===== src/rtl/ip_pkt_pkg.sv =====
// Shared constants and FSM state type for the IPv4 receive parser.
// Used by ip_packet_rx; the optional IP_RX_CHECKSUM_VERIFY_EN build needs nothing extra here.
package ip_pkt_pkg;
  localparam int          ETH_HDR_SIZE_BYTES = 14;
  localparam int          IP_HDR_SIZE_BYTES  = 20;
  localparam int          DATA_SIZE_BYTES    = 26;
  localparam logic [15:0] ETHERTYPE_IPV4     = 16'h0800;
  localparam logic [7:0]  IP_VERSION_IHL     = 8'h45;
  localparam logic [7:0]  IP_PROTOCOL        = 8'h00;
  localparam int          BYTE_CNT_WIDTH     = 5;

  typedef logic [BYTE_CNT_WIDTH-1:0] byte_idx_t;

  typedef enum logic [2:0] {
    ST_IDLE,
    ST_ETH_HDR,
    ST_IP_HDR,
    ST_USER_DATA,
    ST_DROP,
    ST_HOLD
  } rx_state_t;

  function automatic byte_idx_t last_idx(input int size_bytes);
    return byte_idx_t'(size_bytes - 1);
  endfunction
endpackage


===== src/rtl/counter_sync_reset.sv =====
// Up-counter with a synchronous clear (priority over enable) and async active-low reset.
module counter_sync_reset #(
  parameter int WIDTH = 8
) (
  input  logic             clk,
  input  logic             rst_n,
  input  logic             i_clr,
  input  logic             i_en,
  output logic [WIDTH-1:0] o_count
);
  logic [WIDTH-1:0] r_count;

  always_ff @(posedge clk or negedge rst_n) begin
    if (!rst_n) begin
      r_count <= '0;
    end else if (i_clr) begin
      r_count <= '0;
    end else if (i_en) begin
      r_count <= r_count + 1'b1;
    end
  end

  assign o_count = r_count;
endmodule


===== src/rtl/ipv4_checksum_accumulator.sv =====
// Byte-serial ones'-complement sum of big-endian 16-bit words (even byte = high half).
// o_sum_next already includes the byte presented on an odd-parity cycle.
module ipv4_checksum_accumulator (
  input  logic        clk,
  input  logic        rst_n,
  input  logic        i_clr,
  input  logic        i_en,
  input  logic        i_odd,
  input  logic [7:0]  i_byte,
  output logic [15:0] o_sum_next
);
  logic [15:0] r_sum;
  logic [7:0]  r_hi;
  logic [16:0] w_add;

  assign w_add      = {1'b0, r_sum} + {1'b0, r_hi, i_byte};
  // a single end-around fold cannot carry again: the folded value stays <= 0xFFFF
  assign o_sum_next = i_odd ? (w_add[15:0] + {15'd0, w_add[16]}) : r_sum;

  always_ff @(posedge clk or negedge rst_n) begin
    if (!rst_n) begin
      r_sum <= '0;
      r_hi  <= '0;
    end else if (i_clr) begin
      r_sum <= '0;
      r_hi  <= '0;
    end else if (i_en) begin
      if (i_odd) begin
        r_sum <= o_sum_next;
      end else begin
        r_hi <= i_byte;
      end
    end
  end
endmodule


===== src/rtl/ip_packet_rx.sv =====
// Parses Ethernet/IPv4/26-byte payload frames, filters for this node, hands the result over valid/ready.
// Define IP_RX_CHECKSUM_VERIFY_EN to also reject frames whose IPv4 header checksum is wrong.
module ip_packet_rx
  import ip_pkt_pkg::*;
#(
  parameter int AXI_S_DATA_WIDTH = 8,
  parameter int IP_ADDR_WIDTH    = 32,
  parameter int MAC_ADDR_WIDTH   = 48,
  parameter int ACCEL_DATA_WIDTH = 10,
  parameter int DROP_COUNT_WIDTH = 16
) (
  input  logic                        ACLK,
  input  logic                        ARESET,
  input  logic [IP_ADDR_WIDTH-1:0]    ACCELERATOR_IP_ADDRESS,
  input  logic [MAC_ADDR_WIDTH-1:0]   ACCELERATOR_MAC_ADDRESS,
  input  logic [AXI_S_DATA_WIDTH-1:0] MAC_DATA_IN,
  input  logic                        MAC_DATA_VALID,
  output logic                        MAC_DATA_READY,
  input  logic                        MAC_DATA_LAST,
  input  logic                        MAC_DATA_TUSER,
  output logic [MAC_ADDR_WIDTH-1:0]   SENDER_MAC_ADDRESS,
  output logic [IP_ADDR_WIDTH-1:0]    SENDER_IP_ADDRESS,
  output logic [ACCEL_DATA_WIDTH-1:0] SENDER_MESSAGE,
  output logic                        MESSAGE_VALID,
  input  logic                        MESSAGE_READY,
  output logic [DROP_COUNT_WIDTH-1:0] DROP_COUNT
);
  rx_state_t r_state, w_state_next;
  byte_idx_t w_cnt;
  logic      w_beat, w_eth_phase, w_cnt_clr, w_drop_inc, w_accept;
  logic      w_mac_ok, w_eth_bad, w_ip_bad, w_csum_bad;
  logic      r_oversize, w_oversize_next, r_msg_valid;

  logic [MAC_ADDR_WIDTH-9:0]   r_dst_mac;
  logic [IP_ADDR_WIDTH-9:0]    r_dst_ip;
  logic [MAC_ADDR_WIDTH-1:0]   r_src_mac, r_sender_mac, w_dst_mac;
  logic [IP_ADDR_WIDTH-1:0]    r_src_ip, r_sender_ip, w_dst_ip;
  logic [ACCEL_DATA_WIDTH-1:0] r_msg, r_sender_msg;
  logic [DROP_COUNT_WIDTH-1:0] r_drop_count;

  assign MAC_DATA_READY     = (r_state != ST_HOLD);
  assign w_beat             = MAC_DATA_VALID && MAC_DATA_READY;
  assign w_eth_phase        = (r_state == ST_IDLE) || (r_state == ST_ETH_HDR);
  assign SENDER_MAC_ADDRESS = r_sender_mac;
  assign SENDER_IP_ADDRESS  = r_sender_ip;
  assign SENDER_MESSAGE     = r_sender_msg;
  assign MESSAGE_VALID      = r_msg_valid;
  assign DROP_COUNT         = r_drop_count;

  counter_sync_reset #(.WIDTH(BYTE_CNT_WIDTH)) u_byte_cnt (
    .clk     (ACLK),
    .rst_n   (ARESET),
    .i_clr   (w_cnt_clr),
    .i_en    (w_beat),
    .o_count (w_cnt)
  );

`ifdef IP_RX_CHECKSUM_VERIFY_EN
  logic [15:0] w_csum_next;
  ipv4_checksum_accumulator u_csum (
    .clk        (ACLK),
    .rst_n      (ARESET),
    .i_clr      (r_state != ST_IP_HDR),
    .i_en       (w_beat && (r_state == ST_IP_HDR)),
    .i_odd      (w_cnt[0]),
    .i_byte     (MAC_DATA_IN),
    .o_sum_next (w_csum_next)
  );
  assign w_csum_bad = (w_csum_next != 16'hFFFF);
`else
  assign w_csum_bad = 1'b0;
`endif

  // Address comparisons use the byte on the wire for the final (most significant) byte.
  assign w_dst_mac = {MAC_DATA_IN, r_dst_mac};
  assign w_dst_ip  = {MAC_DATA_IN, r_dst_ip};
  assign w_mac_ok  = (w_dst_mac == ACCELERATOR_MAC_ADDRESS) || (w_dst_mac == '1);
  assign w_eth_bad = ((w_cnt == byte_idx_t'(5))  && !w_mac_ok)
                  || ((w_cnt == byte_idx_t'(12)) && (MAC_DATA_IN != ETHERTYPE_IPV4[15:8]))
                  || ((w_cnt == byte_idx_t'(13)) && (MAC_DATA_IN != ETHERTYPE_IPV4[7:0]));
  assign w_ip_bad  = ((w_cnt == byte_idx_t'(0)) && (MAC_DATA_IN != IP_VERSION_IHL))
                  || ((w_cnt == byte_idx_t'(9)) && (MAC_DATA_IN != IP_PROTOCOL))
                  || ((w_cnt == last_idx(IP_HDR_SIZE_BYTES))
                      && ((w_dst_ip != ACCELERATOR_IP_ADDRESS) || w_csum_bad));

  always_ff @(posedge ACLK or negedge ARESET) begin
    if (!ARESET) begin
      r_state <= ST_IDLE;
    end else begin
      r_state <= w_state_next;
    end
  end

  always_comb begin
    w_state_next    = r_state;
    w_cnt_clr       = 1'b0;
    w_drop_inc      = 1'b0;
    w_accept        = 1'b0;
    w_oversize_next = r_oversize;
    case (r_state)
      ST_IDLE, ST_ETH_HDR: begin
        if (w_beat) begin
          w_state_next = ST_ETH_HDR;
          if (MAC_DATA_LAST || w_eth_bad) begin
            w_state_next = MAC_DATA_LAST ? ST_IDLE : ST_DROP;
            w_cnt_clr    = 1'b1;
            w_drop_inc   = 1'b1;
          end else if (w_cnt == last_idx(ETH_HDR_SIZE_BYTES)) begin
            w_state_next = ST_IP_HDR;
            w_cnt_clr    = 1'b1;
          end
        end
      end
      ST_IP_HDR: begin
        if (w_beat) begin
          if (MAC_DATA_LAST || w_ip_bad) begin
            w_state_next = MAC_DATA_LAST ? ST_IDLE : ST_DROP;
            w_cnt_clr    = 1'b1;
            w_drop_inc   = 1'b1;
          end else if (w_cnt == last_idx(IP_HDR_SIZE_BYTES)) begin
            w_state_next = ST_USER_DATA;
            w_cnt_clr    = 1'b1;
          end
        end
      end
      ST_USER_DATA: begin
        if (w_beat && (w_cnt == last_idx(DATA_SIZE_BYTES))) begin
          w_cnt_clr = 1'b1;
          if (!MAC_DATA_LAST) begin
            // oversize: the drop is counted when the frame finally ends
            w_state_next    = ST_DROP;
            w_oversize_next = 1'b1;
          end else if (MAC_DATA_TUSER) begin
            w_state_next = ST_IDLE;
            w_drop_inc   = 1'b1;
          end else begin
            w_state_next = ST_HOLD;
            w_accept     = 1'b1;
          end
        end else if (w_beat && MAC_DATA_LAST) begin
          w_state_next = ST_IDLE;
          w_cnt_clr    = 1'b1;
          w_drop_inc   = 1'b1;
        end
      end
      ST_DROP: begin
        if (w_beat && MAC_DATA_LAST) begin
          w_state_next    = ST_IDLE;
          w_cnt_clr       = 1'b1;
          w_drop_inc      = r_oversize;
          w_oversize_next = 1'b0;
        end
      end
      ST_HOLD: begin
        if (r_msg_valid && MESSAGE_READY) begin
          w_state_next = ST_IDLE;
          w_cnt_clr    = 1'b1;
        end
      end
      default: w_state_next = ST_IDLE;
    endcase
  end

  always_ff @(posedge ACLK or negedge ARESET) begin
    if (!ARESET) begin
      r_dst_mac    <= '0;
      r_dst_ip     <= '0;
      r_src_mac    <= '0;
      r_src_ip     <= '0;
      r_msg        <= '0;
      r_sender_mac <= '0;
      r_sender_ip  <= '0;
      r_sender_msg <= '0;
      r_msg_valid  <= 1'b0;
      r_drop_count <= '0;
      r_oversize   <= 1'b0;
    end else begin
      if (w_beat) begin
        for (int k = 0; k < 5; k++) begin
          if (w_eth_phase && (w_cnt == byte_idx_t'(k))) r_dst_mac[8*k +: 8] <= MAC_DATA_IN;
        end
        for (int k = 0; k < 6; k++) begin
          if (w_eth_phase && (w_cnt == byte_idx_t'(k + 6))) r_src_mac[8*k +: 8] <= MAC_DATA_IN;
        end
        for (int k = 0; k < 4; k++) begin
          if ((r_state == ST_IP_HDR) && (w_cnt == byte_idx_t'(k + 12))) r_src_ip[8*k +: 8] <= MAC_DATA_IN;
        end
        for (int k = 0; k < 3; k++) begin
          if ((r_state == ST_IP_HDR) && (w_cnt == byte_idx_t'(k + 16))) r_dst_ip[8*k +: 8] <= MAC_DATA_IN;
        end
        if ((r_state == ST_USER_DATA) && (w_cnt == byte_idx_t'(0)))
          r_msg[ACCEL_DATA_WIDTH-1:8] <= MAC_DATA_IN[ACCEL_DATA_WIDTH-9:0];
        if ((r_state == ST_USER_DATA) && (w_cnt == byte_idx_t'(1)))
          r_msg[7:0] <= MAC_DATA_IN;
      end
      if (w_accept) begin
        r_sender_mac <= r_src_mac;
        r_sender_ip  <= r_src_ip;
        r_sender_msg <= r_msg;
        r_msg_valid  <= 1'b1;
      end else if (r_msg_valid && MESSAGE_READY) begin
        r_msg_valid <= 1'b0;
      end
      if (w_drop_inc && (r_drop_count != '1)) r_drop_count <= r_drop_count + 1'b1;
      r_oversize <= w_oversize_next;
    end
  end
endmodule


===== config.mk =====
export PLATFORM = sky130hd
export DESIGN_NAME = ip_packet_rx
export DESIGN_NICKNAME = d
export VERILOG_FILES = /design/src/rtl/ip_pkt_pkg.sv /design/src/rtl/counter_sync_reset.sv /design/src/rtl/ipv4_checksum_accumulator.sv /design/src/rtl/ip_packet_rx.sv
export SDC_FILE = /design/constraint.sdc
export NUM_CORES = 1
export LEC_CHECK = 0
export BUFFER_PORTS_ARGS = -buffer_cell sky130_fd_sc_hd__buf_4
export CORE_MARGIN = 3
export CORE_UTILIZATION = 45
export DETAILED_ROUTE_END_ITERATION = 8
export PLACE_DENSITY = 0.73
export SETUP_SLACK_MARGIN = 0.5
export SYNTH_ARGS = -nofsm -noshare
export SYNTH_HDL_FRONTEND = slang
export SYNTH_SLANG_ARGS = --single-unit

===== constraint.sdc =====
create_clock -name ACLK -period 3.6 [get_ports ACLK]
set_input_delay 0.54 -clock ACLK [delete_from_list [all_inputs] [get_ports ACLK]]
set_output_delay 0.54 -clock ACLK [all_outputs]
set_load 0.01 [all_outputs]

==> results of run 1 <==
-- flip-flops by register name (all words and copies together), names as in the netlist, 3 cells and up --
signal and count:
DROP_COUNT 16, SENDER_IP_ADDRESS 32, SENDER_MAC_ADDRESS 48, SENDER_MESSAGE 10
r_dst_ip 24, r_dst_mac 40, r_msg 10, r_src_ip 32
r_src_mac 48, r_state 3, u_byte_cnt.o_count 5
-- power groups by stage --
| stage | Sequential, mW | Clock, mW | Combinational [mW] |
|---|---|---|---|
| finish | 3.89 | 3.11 | 1.39 |
| global route | 3.94 | 3.28 | 1.51 |
| CTS | 3.87 | 3.15 | 1.38 |
| detailed placement | 3.92 | 0 | 1.37 |
| global placement | 3.90 | 0 | 1.34 |
| floorplan | 3.78 | 0 | 0.968 |
-- cells by family (layout without fill, tap and decap cells) --
logic type / after synthesis / after routing / synth area share
xor+xnor: 98 / 98 / 0.07259
compound gates: 31 / 31 / 0.02010
simple gates: 160 / 160 / 0.07608
mux: 246 / 246 / 0.2342
fa+ha+maj: 6 / 6 / 0.006348
buf+inv: 53 / 283 / 0.01936
flops: 270 / 270 / 0.5714
-- path summary, 6_finish.rpt --
path	from	to	slack [ns]
max	u_byte_cnt.o_count[0]	DROP_COUNT[12]	0.66
min	ARESET	SENDER_MAC_ADDRESS[23]	0.05
max reg2reg	u_byte_cnt.o_count[0]	DROP_COUNT[12]	0.66
min reg2reg	r_src_mac[1]	SENDER_MAC_ADDRESS[1]	0.49
max in group asynchronous	ARESET	r_src_mac[1]	2.74
min in group ACLK	MESSAGE_READY	MESSAGE_VALID	0.22
-- placed cells by master (no fill, tap or decap), drive strengths merged, types with 2 or more instances in the layout --
| cell | netlist | routed |
|---|---|---|
| dfrtp | 270 | 270 |
| bufinv | 0 | 5 |
| buf | 12 | 219 |
| xnor2 | 52 | 52 |
| a21oi | 4 | 4 |
| xor2 | 46 | 46 |
| clkinv | 0 | 11 |
| nand4 | 29 | 29 |
| o31ai | 3 | 3 |
| nor4 | 19 | 19 |
| nor4bb | 2 | 2 |
| ha | 6 | 6 |
| mux2 | 245 | 245 |
| inv | 12 | 12 |
| a311oi | 2 | 2 |
| o21a | 2 | 2 |
| o21ai | 7 | 7 |
| and3 | 4 | 4 |
| nand3 | 19 | 19 |
| nand2b | 2 | 2 |
| nor3b | 2 | 2 |
| nor2 | 27 | 27 |
| clkbuf | 29 | 36 |
| or4 | 4 | 4 |
| nand2 | 28 | 28 |
| nand3b | 3 | 3 |
| nor3 | 11 | 11 |
| nor2b | 3 | 3 |
-- final cells by class --
type,count,area (µm²),area share
Clock inverter,16,224.0,0.01515
Inverter,12,45.04,0.003046
Tap cell,330,412.9,0.02792
Clock buffer,36,780.7,0.05280
Sequential cell,270,6756,0.4569
Timing Repair Buffer,219,1702,0.1151
Multi-Input combinational cell,541,4867,0.3291
-- metrics by stage --
| step | setup slack (ns) | area, µm² | instances | util | power [mW] |
|---|---|---|---|---|---|
| floorplan | 0.9051 | 11830 | 864 | - | 4.744 |
| global placement | 0.6604 | 13750 | 1370 | 0.5396 | 5.237 |
| detailed placement | 0.6144 | 13750 | 1370 | 0.5396 | 5.285 |
| CTS | 0.6759 | 14750 | 1422 | 0.5791 | 8.406 |
| global route | 0.4633 | 14790 | 1424 | 0.5806 | 8.729 |
| finish | 0.6631 | 14790 | 1424 | 0.5806 | 8.381 |
-- worst reg2reg max path: stages (launching register included) --
cell and delay [ns]:
dfrtp_1 0.43, ha_1 0.31, nor4bb_1 0.45, nor3_1 0.09, and3_4 0.21, o32a_1 0.17
a2111oi_2 0.47, o21ai_4 0.22, nor4_1 0.34, xor2_1 0.17
-- routing by layer --
| metal | GRT usage | share of wire | vias up |
|---|---|---|---|
| li1 | - | - | 3486 |
| met1 | 0.2889 | 0.44 | 3941 |
| met2 | 0.3363 | 0.47 | 252 |
| met3 | 0.03264 | 0.058 | 58 |
| met4 | 0.05692 | 0.026 | 0 |
| met5 | 0 | 0 | - |
-- timing repair --
item	CTS	global route
buffers inserted	0	2
gates resized for setup	0	4
endpoints found under the setup margin	0	11
==> results.sh, run 1 <==
export IMPL_rows=58
export IMPL_required_ns=4.06
export IMPL_swShare=0.2718
export IMPL_skew_ns=0.01130
export IMPL_cts_sinks=270
export IMPL_drc=0
export IMPL_crit_family="simple AND/OR/NAND/NOR gates"
export IMPL_coreArea_mm2=0.02547
export IMPL_yosys_area_top_type_share=0.5714
export IMPL_internal_power_mw=6.103
export IMPL_nNetsFinal=1172
export IMPL_drtPass1Iterations=5
export IMPL_cp_num_buf_inv=0
export IMPL_clk_latency_ns=0.54
export IMPL_synthFlopType="dfrtp_1"
export IMPL_tns_ns=0
export IMPL_ys_warn_count=0
export IMPL_crit_arrival_ns=3.40
export IMPL_max_clock_path_buffers=3
export IMPL_routedWlPerCell_um=20.87
export IMPL_hold_path_class="primary input to async pin"
export IMPL_cp_slowest_cell="a2111oi_2"
export IMPL_cpPeakStageDelay_ns=0.47
export IMPL_start_util=0.4642
export IMPL_antenna_cells=0
export IMPL_antenna_left=0
export IMPL_pin_count=202
export IMPL_slew_violations=0
export IMPL_combPwrFrac=0.165
export IMPL_p_leak_nw=7.425
export IMPL_htreeDepth=1
export IMPL_dpl_hpwl_mm=20.66
export IMPL_rsz0062_at_grt="false"
export IMPL_die_width_um=168.1
export IMPL_synth_seq_cells=270
export IMPL_antenna_found_initial=0
export IMPL_synth_common_cells="270 x dfrtp_1, 245 x mux2_2, 52 x xnor2_1"
export IMPL_place_congestion=0.9126
export IMPL_routed_wl_mm=29.72
export IMPL_p_per_area_mw_per_mm2=566.8
export IMPL_seq_area_frac_synth=0.5714
export IMPL_synth_edff_count=0
export IMPL_cap_violations=0
export IMPL_syn_nets=964
export IMPL_p_clk_frac=0.371
export IMPL_die_h_um=168.1
export IMPL_drt_iter0_markers=545
export IMPL_drive_above_1_share=0.4826
export IMPL_fin_crit_ns=2.937
export IMPL_ir_worst_vdd_mv=0.3947
export IMPL_grt_overflow=0
export IMPL_syn_to_final_growth_pct=25.06
export IMPL_clk_pin_slew_ns=0.06
export IMPL_vias_per_cell=5.433
export IMPL_crit_path_start_kind="flop"
export IMPL_io_buffers=201
export IMPL_r2r_cells=9
export IMPL_async_reset_ff_frac=1.000
export IMPL_yosysTopAreaCell="dfrtp_1"
export IMPL_grt_max_degree=102
export IMPL_cts_tree="built"
export IMPL_cts_root_buf="clkbuf_16"
export IMPL_syn_inst=864
export IMPL_cts_buffers=28
export IMPL_holdWs_ns=0.04712
export IMPL_worstMarginPinSlew_ns=0.7629
export IMPL_synth_most_common_cell="dfrtp_1"
export IMPL_grt_pass1_vias=8103
export IMPL_path_class="flop to flop"
export IMPL_status="completed"
export IMPL_num_vias=7737
export IMPL_switchingPower_mw=2.278
export IMPL_cts_hold_buf=0
export IMPL_critPathCaptureType="flop"
export IMPL_nFillCells=2036
export IMPL_die_area_mm2=0.02826
export IMPL_max_slew_margin_rel=0.4914
export IMPL_grt_pass1_wl_mm=46.05
export IMPL_cp_depth=9
export IMPL_post_route_period_util=0.8158
export IMPL_critPathMaxFanout=13
export IMPL_ys_top_cells_by_area="dfrtp_1 57%, mux2_2 23%, xnor2_1 3.9%"
export IMPL_clock_fmax_mhz=340.5
export IMPL_synthDistinctLibCells=55
export IMPL_setup_violations=0
export IMPL_path_cells="ha_1 -> nor4bb_1 -> nor3_1 -> and3_4 -> o32a_1 -> a2111oi_2 -> o21ai_4 -> nor4_1 -> xor2_1"
export IMPL_synth_area_mm2=0.01183
export IMPL_grt_usage=0.2060
export IMPL_avgSynthCellArea_um2=13.69
export IMPL_seqPwrFrac=0.464
export IMPL_hold_viol=0
Power figures use the tool's default switching activity.
==> inputs of run 2 (changes only) <==
Settings changed: PLACE_DENSITY 0.73 to 0.76.
Clock period 3.6 ns to 2.7 ns, I/O delays scaled along.
==> run 2 against run 1 <==
Non-clock buffer count up 55; worst setup slack worse by 0.53 ns; register-to-register slack worse by 0.53 ns; critical path depth up 3; core utilization up 3.4 points.
==> results.sh, run 2 (same netlist as run 1, synthesis figures left out) <==
export IMPL_tns_ns=0
export IMPL_cap_violations=0
export IMPL_placement_cell_area_mm2=0.01397
export IMPL_cts_tree="built"
export IMPL_place_congestion=0.8965
export IMPL_r2r_slack_ns=0.13
export IMPL_grt_usage=0.2121
export IMPL_dpl_hpwl_mm=21.03
export IMPL_hold_depth=2
export IMPL_required_ns=3.17
export IMPL_status="completed"
export IMPL_routed_wl_mm=31.77
export IMPL_antenna_cells=0
export IMPL_dpl_worst_slack_ns=0.1053
export IMPL_drc=0
export IMPL_die_width_um=168.1
export IMPL_final_cell_mix="266 x dfrtp_1, 250 x buf_4, 244 x mux2_2"
export IMPL_syn_to_final_growth_pct=32.48
export IMPL_pin_count=202
export IMPL_final_common_cell="dfrtp_1"
export IMPL_clock_fmax_mhz=389.8
export IMPL_post_route_period_util=0.9501
export IMPL_use_met3=0.03498
export IMPL_r2r_end="DROP_COUNT[7]"
export IMPL_grt_overflow=0
export IMPL_start_util=0.4642
export IMPL_stdcell_area_mm2=0.01567
export IMPL_cts_root_buf="clkbuf_16"
export IMPL_worstHoldStart="MESSAGE_READY"
export IMPL_die_area_mm2=0.02826
export IMPL_rsz0062_at_grt="true"
export IMPL_clk_pin_slew_ns=0.06
export IMPL_crit_path_start_kind="flop"
export IMPL_r2r_cells=12
export IMPL_htreeDepth=1
export IMPL_p_leak_nw=7.862
export IMPL_slew_violations=0
export IMPL_drt_iter0_markers=435
export IMPL_finalPower_mw=11.17
export IMPL_cts_sinks=270
export IMPL_worstMarginPinSlew_ns=0.7320
export IMPL_antenna_left=0
export IMPL_grt_max_degree=68
export IMPL_path_class="flop to flop"
export IMPL_setup_ws_ns=0.1347
export IMPL_setup_violations=0
export IMPL_routedWlPerCell_um=21.48
export IMPL_max_slew_margin_rel=0.5082
export IMPL_io_buffers=201
export IMPL_critPathCaptureType="flop"
export IMPL_clk_latency_ns=0.55
export IMPL_vias_per_cell=5.451
export IMPL_skew_ns=0.009354
export IMPL_drive_above_1_share=0.5448
export IMPL_crit_arrival_ns=3.03
export IMPL_met2_usage=0.3487
export IMPL_fin_crit_ns=2.565
export IMPL_die_h_um=168.1
export IMPL_rows=58
export IMPL_grt_busiest_layer="met2"
export IMPL_drtPass1Iterations=5
export IMPL_grt_pass1_wl_mm=47.69
export IMPL_hold_path_class="primary input to flop"
export IMPL_critPathMaxFanout=8
export IMPL_num_vias=8062
export IMPL_ir_worst_vdd_mv=0.5054
export IMPL_grt_pass1_vias=8446
export IMPL_grtUsageMet1=0.2994
export IMPL_antenna_found_initial=0
export IMPL_hold_viol=0
export IMPL_p_per_area_mw_per_mm2=712.9
export IMPL_cts_buffers=29
export IMPL_reg2reg_from="u_byte_cnt.o_count[1]"
export IMPL_coreArea_mm2=0.02547
export IMPL_layout_cells_non_filler=1479
export IMPL_nNetsFinal=1228
export IMPL_max_clock_path_buffers=3
export IMPL_dp_cells=1389
export IMPL_worstHoldEndpoint="MESSAGE_VALID"
[run 2: cell count changes in the layout (fill, tap and decap cells not counted), moves of 5 or more]
cell	delta
buf_4	+36
clkbuf_16	+7
nor4_1	-7
buf_12	+5
bufinv_16	-5
[run 2: timing repair]
| item | CTS | global route |
|---|---|---|
| setup buffers | 14 | 12 |
| endpoints found under the hold margin | 59 | 0 |
| hold buffers | 1 | 0 |
| gates resized for setup | 17 | 48 |
| cloned | 1 | 10 |
| pin swaps | 5 | 20 |
| endpoints found under the setup margin | 175 | 208 |
[run 2: cell type report]
cell class              count  area, µm²
clock inverters            11      82.58
well taps                 330      412.9
multi-input cells         541       5186
clock buffers              41      830.8
flip-flops and latches    270       6761
fillers                  1979       9806
repair buffers            274       2347
inverters                  12      45.04
[run 2: power breakdown]
part	total, mW	switching (mW)	leakage [nW]	internal, mW
clock	3.76	1.61	0.449	2.15
combinational	2.23	0.976	3.75	1.26
sequential	5.17	0.567	3.66	4.61
[run 2: through the flow]
step | util | hold WS [ns]
4_1_cts | 0.5936 | 0.06370
2_1_floorplan | - | 0.1094
6_report | 0.6150 | 0.08441
3_5_place_dp | 0.5484 | 0.4048
5_1_grt | 0.6150 | 0.06548
3_3_place_gp | 0.5484 | 0.4039
[run 2: metal layers]
metal  wire length [µm]  share of wire  up-vias
met1              13940           0.44     4138
met4                545          0.017        0
met3               1792          0.056       40
met2              15490           0.49      259
li1                   -              -     3625
met5                  0              0        -
[run 2: how the worst max path moves through the flow]
stage	depth (start not counted)	from	to	slack [ns]
finish	12	u_byte_cnt.o_count[1]	DROP_COUNT[7]	0.13
global route	12	u_byte_cnt.o_count[1]	DROP_COUNT[15]	0.02
CTS	12	u_byte_cnt.o_count[1]	DROP_COUNT[15]	0.25
detailed placement	9	MAC_DATA_IN[1]	DROP_COUNT[1]	0.11
global placement	9	MAC_DATA_IN[1]	DROP_COUNT[1]	0.13
floorplan	9	MAC_DATA_IN[3]	DROP_COUNT[1]	0.34
[run 2: worst max-delay path, stage by stage (launching register included)]
cell and delay (ns):
dfrtp_1 0.42, inv_2 0.11, ha_4 0.14, nor4b_4 0.23
o31ai_2 0.13, and3_4 0.19, o32a_1 0.19, a2111oi_4 0.35
o21ai_4 0.14, buf_12 0.15, buf_16 0.13, nor2_1 0.16
xnor2_1 0.15
